===== src/rtl/vpu_dst_port_pkg.sv =====
// Shared widths, depths and the FSM state type for the VPU destination
// (write-back) port.
package vpu_dst_port_pkg;

    localparam int OPERAND_WIDTH   = 32;
    localparam int SRAM_ADDR_WIDTH = 10;
    localparam int VEC_LEN_WIDTH   = 16;
    localparam int DST_FIFO_DEPTH  = 4;

    typedef enum logic [1:0] {
        DST_IDLE = 2'd0,
        DST_RUN  = 2'd1,
        DST_DONE = 2'd2
    } dst_state_t;

endpackage


===== src/rtl/vpu_dst_fifo.sv =====
// Small synchronous result buffer. The head is read combinationally and the
// pointers carry one extra wrap bit so full and empty can be told apart.
module vpu_dst_fifo #(
    parameter int WIDTH = 32,
    parameter int DEPTH = 4
) (
    input  logic             clk,
    input  logic             rst,
    input  logic             push_i,
    input  logic [WIDTH-1:0] data_i,
    input  logic             pop_i,
    output logic [WIDTH-1:0] data_o,
    output logic             full_o,
    output logic             empty_o
);

    localparam int IDX_W = $clog2(DEPTH);
    localparam logic [IDX_W:0] PTR_ONE = {{IDX_W{1'b0}}, 1'b1};

    logic [WIDTH-1:0] mem_q [DEPTH];
    logic [IDX_W:0]   wr_ptr_q, wr_ptr_d;
    logic [IDX_W:0]   rd_ptr_q, rd_ptr_d;
    logic             do_push;
    logic             do_pop;

    assign full_o  = (wr_ptr_q[IDX_W] != rd_ptr_q[IDX_W]) &&
                     (wr_ptr_q[IDX_W-1:0] == rd_ptr_q[IDX_W-1:0]);
    assign empty_o = (wr_ptr_q == rd_ptr_q);
    assign do_push = push_i && !full_o;
    assign do_pop  = pop_i && !empty_o;
    assign data_o  = mem_q[rd_ptr_q[IDX_W-1:0]];

    always_comb begin
        wr_ptr_d = wr_ptr_q;
        rd_ptr_d = rd_ptr_q;
        if (do_push) begin
            wr_ptr_d = wr_ptr_q + PTR_ONE;
        end
        if (do_pop) begin
            rd_ptr_d = rd_ptr_q + PTR_ONE;
        end
    end

    always_ff @(posedge clk) begin
        if (rst) begin
            wr_ptr_q <= '0;
            rd_ptr_q <= '0;
        end else begin
            wr_ptr_q <= wr_ptr_d;
            rd_ptr_q <= rd_ptr_d;
        end
    end

    // Storage needs no reset: an empty FIFO never exposes its contents.
    always_ff @(posedge clk) begin
        if (do_push) begin
            mem_q[wr_ptr_q[IDX_W-1:0]] <= data_i;
        end
    end

endmodule


===== src/rtl/vpu_dst_port.sv =====
// VPU destination port: buffers ALU results and writes them to vector SRAM at
// sequential addresses from a latched base, then pulses done to the controller.
module vpu_dst_port
    import vpu_dst_port_pkg::*;
#(
    parameter int OPERAND_WIDTH = vpu_dst_port_pkg::OPERAND_WIDTH,
    parameter int ADDR_WIDTH    = vpu_dst_port_pkg::SRAM_ADDR_WIDTH,
    parameter int LEN_WIDTH     = vpu_dst_port_pkg::VEC_LEN_WIDTH,
    parameter int FIFO_DEPTH    = vpu_dst_port_pkg::DST_FIFO_DEPTH
) (
    input  logic                     clk,
    input  logic                     rst,
    input  logic                     start_i,
    input  logic [ADDR_WIDTH-1:0]    base_addr_i,
    input  logic [LEN_WIDTH-1:0]     vec_len_i,
    input  logic [OPERAND_WIDTH-1:0] result_i,
    input  logic                     result_valid_i,
    output logic                     result_ready_o,
    output logic                     sram_wr_en_o,
    output logic [ADDR_WIDTH-1:0]    sram_wr_addr_o,
    output logic [OPERAND_WIDTH-1:0] sram_wr_data_o,
    input  logic                     sram_wr_ready_i,
    output logic                     busy_o,
    output logic                     done_o
);

    localparam logic [LEN_WIDTH-1:0] CNT_ONE = {{(LEN_WIDTH-1){1'b0}}, 1'b1};

    dst_state_t               state_q, state_d;
    logic [ADDR_WIDTH-1:0]    base_q, base_d;
    logic [LEN_WIDTH-1:0]     len_q, len_d;
    logic [LEN_WIDTH-1:0]     acc_cnt_q, acc_cnt_d;
    logic [LEN_WIDTH-1:0]     wr_cnt_q, wr_cnt_d;
    logic [LEN_WIDTH-1:0]     wr_cnt_inc;

    logic                     fifo_push;
    logic                     fifo_pop;
    logic                     fifo_full;
    logic                     fifo_empty;
    logic [OPERAND_WIDTH-1:0] fifo_head;
    logic                     running;

    vpu_dst_fifo #(
        .WIDTH (OPERAND_WIDTH),
        .DEPTH (FIFO_DEPTH)
    ) u_fifo (
        .clk     (clk),
        .rst     (rst),
        .push_i  (fifo_push),
        .data_i  (result_i),
        .pop_i   (fifo_pop),
        .data_o  (fifo_head),
        .full_o  (fifo_full),
        .empty_o (fifo_empty)
    );

    assign running    = (state_q == DST_RUN);
    assign wr_cnt_inc = wr_cnt_q + CNT_ONE;

    // No bypass: a full FIFO refuses input even when it is draining this cycle.
    assign result_ready_o = running && (acc_cnt_q != len_q) && !fifo_full;
    assign sram_wr_en_o   = running && !fifo_empty;
    assign fifo_push      = result_valid_i && result_ready_o;
    assign fifo_pop       = sram_wr_en_o && sram_wr_ready_i;

    // Address and data are forced to zero whenever no write is requested.
    assign sram_wr_addr_o = sram_wr_en_o ? (base_q + ADDR_WIDTH'(wr_cnt_q)) : '0;
    assign sram_wr_data_o = sram_wr_en_o ? fifo_head : '0;

    assign busy_o = (state_q != DST_IDLE);
    assign done_o = (state_q == DST_DONE);

    always_comb begin
        state_d   = state_q;
        base_d    = base_q;
        len_d     = len_q;
        acc_cnt_d = acc_cnt_q;
        wr_cnt_d  = wr_cnt_q;
        unique case (state_q)
            DST_IDLE: begin
                if (start_i) begin
                    base_d    = base_addr_i;
                    len_d     = vec_len_i;
                    acc_cnt_d = '0;
                    wr_cnt_d  = '0;
                    state_d   = (vec_len_i == '0) ? DST_DONE : DST_RUN;
                end
            end
            DST_RUN: begin
                if (fifo_push) begin
                    acc_cnt_d = acc_cnt_q + CNT_ONE;
                end
                if (fifo_pop) begin
                    wr_cnt_d = wr_cnt_inc;
                    if (wr_cnt_inc == len_q) begin
                        state_d = DST_DONE;
                    end
                end
            end
            DST_DONE: begin
                state_d = DST_IDLE;
            end
            default: begin
                state_d = DST_IDLE;
            end
        endcase
    end

    always_ff @(posedge clk) begin
        if (rst) begin
            state_q   <= DST_IDLE;
            base_q    <= '0;
            len_q     <= '0;
            acc_cnt_q <= '0;
            wr_cnt_q  <= '0;
        end else begin
            state_q   <= state_d;
            base_q    <= base_d;
            len_q     <= len_d;
            acc_cnt_q <= acc_cnt_d;
            wr_cnt_q  <= wr_cnt_d;
        end
    end

endmodule

===== config.mk =====
export PLATFORM = sky130hd
export DESIGN_NAME = vpu_dst_port
export DESIGN_NICKNAME = d
export VERILOG_FILES = /design/src/rtl/vpu_dst_port_pkg.sv /design/src/rtl/vpu_dst_fifo.sv /design/src/rtl/vpu_dst_port.sv
export SDC_FILE = /design/constraint.sdc
export NUM_CORES = 1
export LEC_CHECK = 0
export ABC_CLOCK_PERIOD_IN_PS = 4400
export CAP_MARGIN = 25
export CORE_ASPECT_RATIO = 2
export CORE_MARGIN = 5
export CORE_UTILIZATION = 60
export CTS_BUF_LIST = sky130_fd_sc_hd__clkbuf_2
export CTS_CLUSTER_SIZE = 16
export DETAILED_ROUTE_END_ITERATION = 10
export GPL_TIMING_DRIVEN = 0
export PLACE_DENSITY = 0.84
export SETUP_SLACK_MARGIN = 0.3
export SLEW_MARGIN = 20
export SYNTH_ARGS = -nofsm -noshare
export SYNTH_HDL_FRONTEND = slang
export SYNTH_SLANG_ARGS = --single-unit
export TNS_END_PERCENT = 100

===== constraint.sdc =====
create_clock -name clk -period 4.4 [get_ports clk]
set_clock_uncertainty 0.15 [all_clocks]
set_input_delay 0.44 -clock clk [delete_from_list [all_inputs] [get_ports clk]]
set_output_delay 0.44 -clock clk [all_outputs]
set_load 0.01 [all_outputs]

==> reports/results.tsv, run 1 <==
stage	metric	value	unit
cts	cts_buffers	17	
placement	port_buffers	107	
detailed_routing	drtPass1Iterations	6	
worst_setup_path	r2r-start	acc_cnt_q[2]	
yosys	netlist_top_cells_count	128 x edfxtp_1, 80 x nand2_1, 68 x dfxtp_1	
worst_setup_path	path_max_fanout	10	
cts	tritoncts	yes	
floorplanning	ioPinCount	109	
cts	cts_sinks	196	
yosys	syn_area	8936	um2
cts	htreeDepth	4	
detailed_routing	via_per_inst	5.772	
yosys	ys_seq_area_share	58.25	%
worst_setup_path	end_kind	primary output	
sta	finalCriticalPeriod	3.851	ns
worst_setup_path	cp_cell_sequence	inv_1 > nor2_2 > nand2_2 > inv_2 > clkbuf_1 > and2_1 > clkdlybuf4s50_1	
floorplanning	std_cell_rows	63	
yosys	synth_edf_count	128	
worst_setup_path	rr_worst_depth	10	
sta	slew_headroom	53.96	%
placement	place.gp.congestion	0.8960	
worst_setup_path	cp-endpoint	sram_wr_data_o[17]	
run_status	status	finished, final reports clean	
layout	area_delta_synth_final	19.17	%
run	cap_violations	0	
sta	rsz0062_at_grt	false	
sta	worst_pin_slew	0.6906	ns
yosys	yosys-top-cells-area	edfxtp_1 43%, dfxtp_1 15%, mux4_2 8.1%, xnor2_1 3.4%, nand2_1 3.4%	
worst_setup_path	reg2reg_slack	1.78	ns
sta	tns	0	ns
cts	clk_pin_slew_worst_paths	0.24	ns
worst_hold_path	hold_path.class	in -> reg	
grt	antenna_found_initial	1	
sta	timing.final.crit_share	87.51	%
detailed_routing	routed_wl	20900	um
yosys	synthFlopType	edfxtp_1	
yosys	ys_ff_latch	196	
detailed_routing	detail-route-antenna-nets	0	
detailed_routing	routedWlPerCell	19.63	um
pwr	vdd_ir_drop_max	0.0002085	V
yosys	synth.most_common_cell	edfxtp_1	
grt	track_usage	25.16	%
worst_setup_path	worstSetupPathDepth	7	
sta	max_freq	259.7	MHz
placement	place_hpwl	15940	um
yosys	synth_top_area_share	43.01	%
layout	layout-drive-gt1-share	13.23	%
yosys	syn_nets	803	
layout	fin_util	72.24	%
detailed_routing	dr_total_vias	6147	
worst_setup_path	worstSetupPathType	reg -> out	
yosys	synth_cell_types	59	
sta	slew_viol_final	0	
grt	grt.overflow.total	0	
worst_setup_path	worstPathArrival	3.26	ns
worst_setup_path	crit_slowest_cell	clkdlybuf4s50_1	
worst_setup_path	r2r-end	u_fifo.wr_ptr_q[2]	
floorplanning	die_w	96.30	um
layout	seqCellArea	5211	um2
detailed_routing	first_iter_violations	332	
yosys	synth_async_sr_flop_share	0	%
worst_setup_path	slowest_delay	0.55	ns
grt	grt_pass1_wl	33240	um
cts	cts_max_path_buffers	2	
layout	fillCellCount	1010	
yosys	synth_area_leader_cell	edfxtp_1	
layout	nets	936	
cts	insertion_delay	0.73	ns
grt	grt_pass1_vias	6645	
cts	cts_root_buf	clkbuf_2	
grt	grt_max_degree	23	
sta	setup-violations-final	0	
pwr	powerDensity	303.5	nW/um2
worst_setup_path	critPathLaunch	state_q[0]	
floorplanning	initial_core_util	60.62	%
yosys	synthCells	723	
worst_setup_path	cp_data_required_time	3.81	ns
floorplanning	dieHeight	182.6	um
worst_setup_path	path_delay_family	buffers and inverters	
yosys	syn_avg_cell_area	12.36	um2
yosys	ys.warnings.count	0	
sta	hold_violations	0	
floorplanning	core_area	14740	um2
detailed_routing	drc_errors	0	
pwr	power.leakage	3.731	nW
worst_setup_path	start_kind	flop	
layout	multiInputGateArea	3472	um2
floorplanning	die_area	17580	um2
worst_setup_path	crit_buf_inv	4	
-- worst register-to-register path, stage by stage (launching register included) --
cell	delay, ns
dfxtp_1	0.36
buf_2	0.15
xor2_1	0.15
nor4_1	0.32
nand4_1	0.24
and3_1	0.26
buf_6	0.14
and2_2	0.31
buf_12	0.21
xnor2_1	0.15
nor2_1	0.05
-- kinds of logic after synthesis --
logic type	synth area share, %
AND/OR/NAND/NOR	15.74
flip-flops	58.25
AO/OA/AOI/OAI	6.161
XOR/XNOR	6.371
buffers and inverters	2.954
multiplexers	8.065
adder cells (fa/ha/maj)	2.464
-- worst min path at each step --
stage                        start   endpoint  slack [ns]  depth (start not counted)
global route        base_addr_i[9]  base_q[9]        0.02                          3
floorplan                base_q[0]  base_q[0]        0.29                          2
detailed placement       base_q[6]  base_q[6]        0.31                          2
global placement         base_q[4]  base_q[4]        0.30                          2
CTS                  vec_len_i[15]  len_q[15]        0.04                          3
finish              base_addr_i[9]  base_q[9]        0.09                          3
-- cells in the final DEF (no fill, tap or decap), types with 8 or more instances in the layout --
| cell | count |
|---|---|
| xor2_1 | 30 |
| nor2_1 | 50 |
| xnor2_1 | 35 |
| dfxtp_1 | 65 |
| clkbuf_1 | 19 |
| o21ai_0 | 18 |
| nor2b_1 | 8 |
| a21oi_1 | 48 |
| nand3_1 | 11 |
| and2_1 | 37 |
| mux4_2 | 32 |
| edfxtp_1 | 128 |
| ha_1 | 16 |
| nor3_1 | 15 |
| clkbuf_2 | 21 |
| clkdlybuf4s50_1 | 106 |
| buf_2 | 9 |
| inv_1 | 15 |
| nor4_1 | 13 |
| nand2_1 | 80 |
-- stage by stage --
stage | power [W] | instance area [um2] | instances | hold WS (ns) | setup slack (ns)
after floorplan | 0.002215 | 8936 | 723 | 0.2906 | 1.838
after global placement | 0.002349 | 10250 | 1025 | 0.2980 | 1.105
after detailed placement | 0.002369 | 10360 | 1029 | 0.3054 | 1.066
after CTS | 0.003256 | 10620 | 1062 | 0.03760 | 0.3382
after global routing | 0.003372 | 10650 | 1065 | 0.01657 | 0.3269
final | 0.003232 | 10650 | 1065 | 0.09186 | 0.5494
-- per-layer routing --
| layer | vias up | track usage (%) | wire length, um |
|---|---|---|---|
| li1 | 2885 | - | - |
| met4 | 0 | 13.27 | 1001 |
| met3 | 62 | 4.208 | 938 |
| met1 | 2969 | 25.89 | 7148 |
| met2 | 231 | 46.64 | 11820 |
| met5 | - | 0 | 0 |
-- area by class of cell --
class	instances	area share [%]
inverters	17	0.5992
diodes	1	0.02350
flip-flops and latches	196	48.94
clock buffers	20	0.9400
multi-input cells	471	32.60
plain buffers	39	1.880
clock inverters	12	1.445
repair buffers	114	11.28
well taps	195	2.291
-- registers in the layout, indices dropped and copies added, names as in the netlist, named ones only --
signal	count
u_fifo.mem_q	128
acc_cnt_q	16
len_q	16
wr_cnt_q	16
base_q	10
u_fifo.rd_ptr_q	3
u_fifo.wr_ptr_q	3
state_q	2
-- power by group --
group | internal [W] | switching [W]
registers | 0.00200 | 0.0000274
clock network | 0.000327 | 0.000573
logic | 0.000150 | 0.000159
total | 0.00247 | 0.000759
-- what timing repair did --
action,4_1_cts,5_1_grt
hold endpoints to repair,1,0
gates cloned,0,0
endpoints found under the setup margin,2,5
pin swaps,0,2
gates resized for setup,1,6
setup buffers,0,2
hold buffers,1,0
Power figures use the tool's default switching activity.
==> run 2, diff against run 1 <==
- GPL_TIMING_DRIVEN: 0 -> default
- MAX_ROUTING_LAYER: default -> met4
==> reports/results.tsv, run 2 (same netlist as run 1, synthesis figures left out) <==
stage	metric	value	unit	change
worst_setup_path	r2r-end	wr_cnt_q[12]		
worst_setup_path	worstSetupPathType	reg -> out		
worst_setup_path	r2r-start	state_q[0]		
floorplanning	dieHeight	182.6	um	unchanged
cts	htreeDepth	4		unchanged
worst_setup_path	reg2reg_slack	1.25	ns	-0.53 ns
sta	setup_slack	0.5084	ns	-0.04101 ns
worst_setup_path	rr_worst_depth	8		-2
pwr	vdd_ir_drop_max	0.0001739	V	-17%
sta	slew_viol_final	0		unchanged
cts	insertion_delay	0.75	ns	+0.02 ns
sta	worst_pin_slew	0.9689	ns	+0.2782 ns
placement	place.gp.congestion	0.9284		+3.6%
floorplanning	die_w	96.30	um	unchanged
sta	hold_violations	0		unchanged
sta	tns	0	ns	unchanged
worst_hold_path	holdPathStages	3		unchanged
sta	finalCriticalPeriod	3.892	ns	+0.04101 ns
floorplanning	std_cell_rows	63		unchanged
grt	track_usage	24.27	%	-0.89 points
layout	seqCellArea	5213	um2	about the same
layout	nets	906		-3.2%
detailed_routing	routed_wl	19930	um	-4.7%
layout	layout_common_cells	128 x edfxtp_1, 108 x clkdlybuf4s50_1, 80 x nand2_1		
cts	clk_pin_slew_worst_paths	0.28	ns	+0.04 ns
cts	cts_buffers	17		unchanged
worst_setup_path	worstPathArrival	3.30	ns	+0.04 ns
cts	cts_max_path_buffers	2		unchanged
worst_setup_path	path_max_fanout	36		+26
pwr	power.leakage	3.582	nW	-4.0%
layout	largest_reg_flops	128		unchanged
layout	layout-drive-gt1-share	11.80	%	-1.4 points
floorplanning	ioPinCount	109		unchanged
worst_hold_path	hold_path.class	in -> reg		
layout	multiInputGateArea	3470	um2	about the same
worst_setup_path	cp_data_required_time	3.81	ns	about the same
cts	tritoncts	yes		
grt	grt_max_degree	37		+61%
detailed_routing	drc_errors	0		unchanged
sta	rsz0062_at_grt	true		
cts	cts_root_buf	clkbuf_2		
detailed_routing	dr_total_vias	6045		-1.7%
floorplanning	die_area	17580	um2	unchanged
run	cap_violations	0		unchanged
worst_hold_path	holdPathEnd	base_q[2]		
detailed_routing	detail-route-antenna-nets	0		unchanged
floorplanning	initial_core_util	60.62	%	unchanged
layout	area_delta_synth_final	16.62	%	
grt	grt_pass1_vias	6301		-5.2%
detailed_routing	via_per_inst	5.841		+1.2%
floorplanning	core_area	14740	um2	unchanged
detailed_routing	drtPass1Iterations	8		+2
placement	port_buffers	108		+0.93%
sta	slew_headroom	35.41	%	-19 points
sta	setup-violations-final	0		unchanged
worst_setup_path	end_kind	primary output		
grt	grt_pass1_wl	31260	um	-6.0%
detailed_routing	routedWlPerCell	19.25	um	-1.9%
layout	fillCellCount	1034		+2.4%
worst_setup_path	start_kind	flop		
sta	max_freq	257.0	MHz	-1.1%
grt	grt.overflow.total	0		unchanged
run_status	status	finished, final reports clean		
detailed_routing	first_iter_violations	416		+25%
sta	worst_hold_slack	0.07819	ns	-0.01367 ns
worst_hold_path	hp-start	base_addr_i[2]		
layout	final_common_cell	edfxtp_1		
grt	antenna_found_initial	1		unchanged
placement	place_ws	1.108	ns	+0.04258 ns
pwr	powerDensity	301.8	nW/um2	-0.55%
sta	timing.final.crit_share	88.45	%	+0.93 points
placement	place_hpwl	14180	um	-11%
cts	cts_sinks	196		unchanged
run 2: changes by cell type in the layout (fill, tap and decap cells not counted), sizes merged:
cell,before,now
dlygate4sd3,1,6
inv,19,21
bufinv,3,1
clkinv,7,5
clkdlybuf4s50,106,108
buf,25,9
clkbuf,40,19
clkinvlp,0,3
dlymetal6s2s,1,0
run 2: cell type report:
| cell class | instances | share of cell area [%] |
|---|---|---|
| flip-flops and latches | 196 | 50.02 |
| multi-input cells | 471 | 33.29 |
| repair buffers | 123 | 11.60 |
| well taps | 195 | 2.341 |
| clock inverters | 13 | 1.201 |
| clock buffers | 19 | 0.9125 |
| inverters | 17 | 0.6123 |
| diodes | 1 | 0.02401 |
run 2: power by group:
group	switching, W	internal [W]
clock	0.000607	0.000218
combinational	0.000150	0.000144
sequential	0.0000284	0.00200
run 2: metrics by stage:
step | power (W) | std cells | instance area, um2 | utilization (%)
after CTS | 0.003160 | 1025 | 10330 | 70.09
after floorplan | 0.002215 | 723 | 8936 | -
after global routing | 0.003284 | 1035 | 10420 | 70.70
after detailed placement | 0.002351 | 993 | 10110 | 68.59
after global placement | 0.002338 | 993 | 10110 | 68.59
final | 0.003146 | 1035 | 10420 | 70.70
run 2: what timing repair did:
action,4_1_cts,5_1_grt
hold buffers,0,6
pin swaps,0,1
buffers inserted,0,3
endpoints found under the hold margin,0,6
gates resized for setup,1,5
setup endpoints to repair,1,6
run 2: layer usage:
layer  routed length [um]  up-vias  part of all wire (%)  global-route usage [%]
li1                     -     2816                     -                       -
met1                 6967     2926                    35                   25.47
met2                11070      247                    56                   42.45
met3                 1024       56                   5.1                   4.208
met4                  865        0                   4.3                   12.31
met5                    0        -                     0                       -
run 2: worst max-delay path by stage:
stage                      startpoint                 end  slack [ns]  cells after the start
after detailed placement  wr_cnt_q[0]   sram_wr_addr_o[8]        1.11                     11
after global placement    wr_cnt_q[0]   sram_wr_addr_o[8]        1.17                     11
after CTS                 wr_cnt_q[0]   sram_wr_addr_o[8]        0.35                     11
after global routing      wr_cnt_q[0]   sram_wr_addr_o[8]        0.24                     11
after floorplan            state_q[1]  u_fifo.mem_q[3][0]        1.84                      7
final                      state_q[0]  sram_wr_data_o[30]        0.51                      6
run 2: worst max-delay path: stages (launching register included):
cell and delay [ns]:
dfxtp_1 0.50, inv_1 0.13, nor2_2 0.35, nand2_2 0.25
inv_2 0.48, and2_1 0.24, clkdlybuf4s50_1 0.59
